**config.mk**
```make
export PLATFORM = sky130hd
export DESIGN_NAME = light_7seg_decoder
export DESIGN_NICKNAME = d
export VERILOG_FILES = /design/src/rtl/light_7seg_decoder_pkg.sv /design/src/rtl/light_7seg_decoder_seg_hex_lut.sv /design/src/rtl/light_7seg_decoder.sv
export SDC_FILE = /design/constraint.sdc
export NUM_CORES = 1
export LEC_CHECK = 0
export ABC_AREA = 0
export CORE_AREA = 2 2 39 41
export CTS_BUF_LIST = sky130_fd_sc_hd__clkbuf_8
export CTS_CLUSTER_SIZE = 16
export DETAILED_ROUTE_END_ITERATION = 7
export DIE_AREA = 0 0 41 43
export PLACE_DENSITY = 0.64
export SYNTH_ARGS = -nofsm -noshare
export SYNTH_HDL_FRONTEND = slang
export SYNTH_SLANG_ARGS = --single-unit
```
**constraint.sdc**
```tcl
create_clock -name clk -period 1.01 [get_ports clk]
set_input_delay 0.202 -clock clk [delete_from_list [all_inputs] [get_ports clk]]
set_output_delay 0.202 -clock clk [all_outputs]
set_load 0.005 [all_outputs]
```
**src/rtl/light_7seg_decoder_pkg.sv**
```systemverilog
// Shared seven-segment display constants: segment bit positions, hex glyph table, blank pattern.
// All patterns are active-high with dp in bit 0; polarity is applied by each driver.
package light_7seg_decoder_pkg;

   localparam int SEG_A  = 7;
   localparam int SEG_B  = 6;
   localparam int SEG_C  = 5;
   localparam int SEG_D  = 4;
   localparam int SEG_E  = 3;
   localparam int SEG_F  = 2;
   localparam int SEG_G  = 1;
   localparam int SEG_DP = 0;

   // Element i is the glyph for nibble i; b and d are lowercase so they differ from 8 and 0.
   localparam logic [15:0][7:0] SEG_HEX = {
      8'h8E, 8'h9E, 8'h7A, 8'h9C, 8'h3E, 8'hEE, 8'hF6, 8'hFE,
      8'hE0, 8'hBE, 8'hB6, 8'h66, 8'hF2, 8'hDA, 8'h60, 8'hFC
   };

   localparam logic [7:0] SEG_BLANK = 8'h00;

endpackage

```
**src/rtl/light_7seg_decoder_seg_hex_lut.sv**
```systemverilog
// Combinational nibble to a..g lookup, active-high, bit 6 = a down to bit 0 = g.
// Zero latency; no flow control.
module light_7seg_decoder_seg_hex_lut
   import light_7seg_decoder_pkg::*;
(
   input  logic [3:0] nib_i,
   output logic [6:0] seg_o
);

   logic [7:0] glyph;

   always_comb begin
      glyph = SEG_HEX[nib_i];
      seg_o = glyph[SEG_A:SEG_G];
   end

endmodule

```
**src/rtl/light_7seg_decoder.sv**
```systemverilog
// Hex digit to seven-segment pattern with dp, blanking and selectable polarity.
// REGISTERED=1: 1-cycle latency, sync reset to blank; REGISTERED=0: combinational. No backpressure.
module light_7seg_decoder
   import light_7seg_decoder_pkg::*;
#(
   parameter bit ACTIVE_LOW = 1'b0,
   parameter bit REGISTERED = 1'b1
)(
   input  logic       clk,
   input  logic       rst,
   input  logic [3:0] seg_in,
   input  logic       dp_in,
   input  logic       blank,
   output logic [7:0] seg_out
);

   localparam logic [7:0] BLANK_OUT = ACTIVE_LOW ? ~SEG_BLANK : SEG_BLANK;

   logic [6:0] lut_seg;
   logic [7:0] raw;
   logic [7:0] seg_d;

   light_7seg_decoder_seg_hex_lut u_lut (
      .nib_i (seg_in),
      .seg_o (lut_seg)
   );

   // Blanking overrides dp; inversion comes last so blank maps to all-off in either polarity.
   always_comb begin
      raw   = blank ? SEG_BLANK : {lut_seg, dp_in};
      seg_d = ACTIVE_LOW ? ~raw : raw;
   end

   generate
      if (REGISTERED) begin : g_reg
         logic [7:0] seg_q;

         always_ff @(posedge clk) begin
            if (rst) begin
               seg_q <= BLANK_OUT;
            end else begin
               seg_q <= seg_d;
            end
         end

         assign seg_out = seg_q;
      end else begin : g_comb
         logic unused_clk_rst;

         assign unused_clk_rst = clk ^ rst;
         assign seg_out        = seg_d;
      end
   endgenerate

endmodule

```
==> results of run 1 <==
-- metal layers --
metal / share of wire [%] / global-route usage [%]
met5: 0 / 0
met3: 5.1 / 3.66
met2: 49 / 21.9
met1: 42 / 17.8
met4: 4.0 / 10.7
-- cell usage in the layout (no fill, tap or decap), types with 2 or more instances in the layout --
master	count
dlygate4sd2_1	10
buf_4	8
dfxtp_1	8
nand2_1	5
ha_1	4
inv_2	3
nand2b_4	3
ha_4	3
clkbuf_8	3
o31ai_2	2
a21oi_1	2
nor2_1	2
inv_1	2
a21oi_2	2
dlymetal6s2s_1	2
clkdlybuf4s15_1	2
buf_6	2
-- tightest hold or removal path, cell delays in order --
cell and delay (ns):
dlymetal6s2s_1 0.11, nor2_2 0.07, o31ai_2 0.06, a21oi_1 0.04
-- power by group --
group | switching [mW] | total (mW) | internal [mW]
sequential | 0.00300 | 0.339 | 0.336
combinational | 0.111 | 0.255 | 0.144
clock | 0.115 | 0.373 | 0.257
total | 0.230 | 0.966 | 0.737
-- cell families after synthesis --
family	count (synthesis)
adder cells (fa/ha/maj)	7
buffers and inverters	7
AND/OR/NAND/NOR	14
flip-flops	8
AO/OA/AOI/OAI	15
-- area by class of cell --
cell class	instances	area, µm²
Fill cell	111	494
Sequential cell	8	160
Clock buffer	3	41.3
Tap cell	16	20.0
Timing Repair Buffer	27	278
Multi-Input combinational cell	36	372
Inverter	5	18.8
-- through the flow --
stage / setup WS, ns / std cells / utilization (%)
3_5_place_dp: -0.535 / 89 / 52.0
5_1_grt: 0.000976 / 95 / 64.3
2_1_floorplan: 0.0649 / 51 / -
6_report: 0.0328 / 95 / 64.3
4_1_cts: -0.0218 / 94 / 59.9
3_3_place_gp: -0.501 / 89 / 52.0
-- final timing paths --
check | from | endpoint | slack (ns) | cells past startpoint
setup / recovery | seg_in[0] | seg_out[6] | 0.03 | 6
hold / removal | rst | seg_out[2] | 0.31 | 4
-- repair_timing --
| item | CTS | global route |
|---|---|---|
| gates resized for setup | 22 | 11 |
| setup endpoints to repair | 15 | 6 |
| cloned | 1 | 0 |
| hold buffers | 0 | 0 |
| setup buffers | 1 | 1 |
| pin swaps | 1 | 7 |
==> flow_metrics.env, run 1 <==
export IMPL_status="finished, final reports clean"
export IMPL_finalNetCount=96
export IMPL_synth_top_area_share_pct=32.8
export IMPL_clock_sinks=8
export IMPL_first_global_vias=439
export IMPL_synth_top_family_by_area="compound AO/OA/AOI/OAI gates"
export IMPL_numCtsBuffers=3
export IMPL_min_period_over_period_pct=96.8
export IMPL_path_buf_inv=2
export IMPL_critPathSlowestCell="clkdlybuf4s15_1"
export IMPL_synth_area_leaders="dfxtp_1, ha_1, a21oi_1"
export IMPL_avgSynthCellArea_um2=9.57
export IMPL_ant_nets=0
export IMPL_overflow=0
export IMPL_synth_edf_count=0
export IMPL_area_growth_pct=82.3
export IMPL_hold_class="input port to register"
export IMPL_die_h_um=43
export IMPL_floorplan_initialDensity_pct=35.3
export IMPL_end_kind="register"
export IMPL_die_w_um=41
export IMPL_syn_cell_area_um2=488
export IMPL_ys_seq_area_share_pct=32.8
export IMPL_gp_congestion=0.870
export IMPL_worst_slew_margin_rel_pct=82.9
export IMPL_synth_compound_area_share_pct=26.2
export IMPL_crit_type="input port to register"
export IMPL_rsz0062_at_grt="false"
export IMPL_syn_inst=51
export IMPL_async_flop_share_pct=0
export IMPL_fmax_ghz=1.02
export IMPL_drc=0
export IMPL_tightest_slew_ns=0.256
export IMPL_netlist_cell_type_count=24
export IMPL_p_total_mw=0.966
export IMPL_maxCapViolCount=0
export IMPL_vias=475
export IMPL_cp_cell_sequence="clkdlybuf4s15_1, buf_4, ha_1, nand2b_4, a21oi_2, a311oi_2"
export IMPL_hpwl_um=764
export IMPL_wire_per_inst_um=12.1
export IMPL_required_ns=1.11
export IMPL_path_delay_family="buffers and inverters"
export IMPL_drive_gt1_share_pct=45.6
export IMPL_setup_tns_ns=0
export IMPL_dpl_cell_area_um2=719
export IMPL_postLayoutCellArea_um2=890
export IMPL_grt_max_degree=9
export IMPL_hold_viol_final=0
export IMPL_syn_nets=66
export IMPL_setup_viol=0
export IMPL_htreeDepth=1
export IMPL_placementRows=14
export IMPL_grt_use_total_pct=14.9
export IMPL_leakagePower_nw=0.440
export IMPL_path_clk_slew_ns=0.04
export IMPL_initialDrtViolationCount=2
export IMPL_yosys_area_share_simple_pct=15.4
export IMPL_slew_viol_final=0
export IMPL_yosys_most_used_dff="dfxtp_1"
export IMPL_largest_reg_flops=8
export IMPL_synth_seq_cells=8
export IMPL_synthTopCellsByCount="dfxtp_1, ha_1, nand2_1"
export IMPL_clockBufferDepth=2
export IMPL_cp_start_kind="input port"
export IMPL_synth_xor_area_share_pct=0
export IMPL_ios=16
export IMPL_cts_tree="built"
export IMPL_p_per_area_nw_per_um2=1090
export IMPL_grt_first_pass_wirelength_um=1770
export IMPL_n_antenna_cell=0
export IMPL_port_buffers=15
export IMPL_synth_top_area_cell="dfxtp_1"
export IMPL_die_area_um2=1760
export IMPL_finalCriticalPeriod_ns=0.977
export IMPL_coreArea_um2=1380
export IMPL_cts_root_buf="clkbuf_8"
export IMPL_synthAdderAreaFrac_pct=17.9
export IMPL_critPathMaxStageDelay_ns=0.21
export IMPL_peakVddDrop_mv=0.471
export IMPL_antenna_found_initial=0
export IMPL_viasPerCell=5.00
export IMPL_yosys_mux_area_fraction_pct=0
export IMPL_crit_arrival_ns=1.07
export IMPL_yosysWarningCount=0
export IMPL_yosys_cell_count_top_type="dfxtp_1"
export IMPL_drt_total_wl_um=1150
export IMPL_first_pass_iters=3
export IMPL_holdWs_ns=0.307
export IMPL_crit_fanout=3
(Power assumes the default switching activity.)
==> inputs of run 2 (changes only) <==
TNS_END_PERCENT = 20   (was not set)
==> run 2 against run 1 <==
  * Global-route usage is the same
  * Critical path type unchanged
  * Clock-buffer cell count is the same
  * Maximum frequency is essentially flat
  * Combinational power is essentially flat
  * Non-clock buffer count is the same
  * Worst setup slack is essentially flat
  * Cell area is the same
  * Clock power is essentially flat
  * Sequential share of layout area is the same
  * Sequential power is essentially flat
==> flow_metrics.env, run 2 (synthesis gave the netlist of run 1 again) <==
export IMPL_status="finished, final reports clean"
export IMPL_required_ns=1.11
export IMPL_crit_arrival_ns=1.07
export IMPL_htreeDepth=1
export IMPL_swShare_pct=23.8
export IMPL_instances_no_fill=95
export IMPL_drt_total_wl_um=1150
export IMPL_min_period_over_period_pct=96.7
export IMPL_cp_start_kind="input port"
export IMPL_grt_max_degree=9
export IMPL_finalCriticalPeriod_ns=0.977
export IMPL_hold_end="seg_out[2]"
export IMPL_setup_slack_ns=0.0333
export IMPL_overflow=0
export IMPL_peakVddDrop_mv=0.471
export IMPL_gp_congestion=0.870
export IMPL_largest_reg_flops=8
export IMPL_p_total_mw=0.966
export IMPL_antenna_found_initial=0
export IMPL_power_frac_clock_pct=38.6
export IMPL_finalNetCount=96
export IMPL_hold_class="input port to register"
export IMPL_viasPerCell=4.98
export IMPL_grt_use_total_pct=14.9
export IMPL_n_antenna_cell=0
export IMPL_end_kind="register"
export IMPL_p_int_mw=0.737
export IMPL_setup_tns_ns=0
export IMPL_drive_gt1_share_pct=45.6
export IMPL_rsz0062_at_grt="false"
export IMPL_maxCapViolCount=0
export IMPL_mostFrequentLayoutCell="dlygate4sd2_1"
export IMPL_place_ws_ns=-0.535
export IMPL_drc=0
export IMPL_clockBufferDepth=2
export IMPL_wire_per_inst_um=12.1
export IMPL_dpl_cell_area_um2=719
export IMPL_port_buffers=15
export IMPL_die_w_um=41
export IMPL_crit_type="input port to register"
export IMPL_place_inst=89
export IMPL_leakagePower_nw=0.440
export IMPL_fmax_ghz=1.02
export IMPL_ant_nets=0
export IMPL_power_frac_seq_pct=35.1
export IMPL_seqCellArea_um2=160
export IMPL_ios=16
export IMPL_first_pass_iters=3
export IMPL_cts_hold_buf=0
export IMPL_setup_viol=0
export IMPL_nFillCells=111
export IMPL_initialDrtViolationCount=2
export IMPL_min_from="rst"
export IMPL_placementRows=14
export IMPL_p_per_area_nw_per_um2=1090
export IMPL_coreArea_um2=1380
export IMPL_cts_tree="built"
export IMPL_first_global_vias=439
export IMPL_comb_power_share_pct=26.4
export IMPL_hpwl_um=764
export IMPL_power_switching_mw=0.230
export IMPL_grt_first_pass_wirelength_um=1770
export IMPL_postLayoutCellArea_um2=890
export IMPL_die_h_um=43
export IMPL_path_clk_slew_ns=0.04
export IMPL_slew_viol_final=0
export IMPL_mostFrequentLayoutCells="dlygate4sd2_1, buf_4, dfxtp_1"
export IMPL_holdWs_ns=0.307
export IMPL_worst_slew_margin_rel_pct=82.9
export IMPL_clock_sinks=8
export IMPL_vias=473
export IMPL_final_core_utilization_pct=64.3
export IMPL_floorplan_initialDensity_pct=35.3
export IMPL_area_growth_pct=82.3
export IMPL_die_area_um2=1760
export IMPL_multi_input_area_um2=372
export IMPL_cts_root_buf="clkbuf_8"
export IMPL_hold_viol_final=0
export IMPL_numCtsBuffers=3
export IMPL_crit_fanout=3
export IMPL_tightest_slew_ns=0.256
export IMPL_hold_depth=4
run 2: cell counts in the layout (fill, tap and decap cells not counted):
No cell type changed its count.
run 2: layout make-up:
class / count / area share, %
Multi-Input combinational cell: 36 / 41.8
Clock buffer: 3 / 4.64
Inverter: 5 / 2.11
Sequential cell: 8 / 18.0
Tap cell: 16 / 2.25
Timing Repair Buffer: 27 / 31.2
run 2: critical path, stage by stage:
cell,delay (ns)
clkdlybuf4s15_1,0.21
buf_4,0.15
ha_1,0.18
nand2b_4,0.14
a21oi_2,0.15
a311oi_2,0.05
run 2: per-layer routing:
| layer | GRT usage (%) | share of wire, % | up-vias |
|---|---|---|---|
| met5 | 0 | 0 | - |
| met4 | 10.7 | 4.0 | 0 |
| met3 | 3.66 | 5.1 | 6 |
| met2 | 21.9 | 49 | 18 |
| met1 | 17.8 | 41 | 214 |
| li1 | - | - | 235 |
run 2: power groups by stage:
| stage | registers [mW] | clock network [mW] | logic [mW] |
|---|---|---|---|
| after floorplan | 0.348 | 0 | 0.0913 |
| after global placement | 0.345 | 0 | 0.203 |
| after detailed placement | 0.345 | 0 | 0.204 |
| after CTS | 0.339 | 0.385 | 0.223 |
| after global routing | 0.340 | 0.396 | 0.274 |
| final | 0.339 | 0.373 | 0.255 |
run 2: worst max path at each step:
stage	start	endpoint	slack, ns	cells after the start
after floorplan	seg_in[1]	seg_out[6]	0.06	5
after global placement	seg_in[0]	seg_out[1]	-0.50	6
after detailed placement	seg_in[0]	seg_out[6]	-0.54	6
after CTS	seg_in[0]	seg_out[6]	-0.02	6
after global routing	seg_in[0]	seg_out[2]	0.0004	5
final	seg_in[0]	seg_out[6]	0.03	6
run 2: repair_timing:
| action | CTS | global route |
|---|---|---|
| pin swaps | 1 | 5 |
| hold endpoints to repair | 0 | 0 |
| setup buffers | 1 | 1 |
| gates resized for setup | 22 | 11 |
| cloned | 1 | 0 |
| setup endpoints to repair | 15 | 6 |
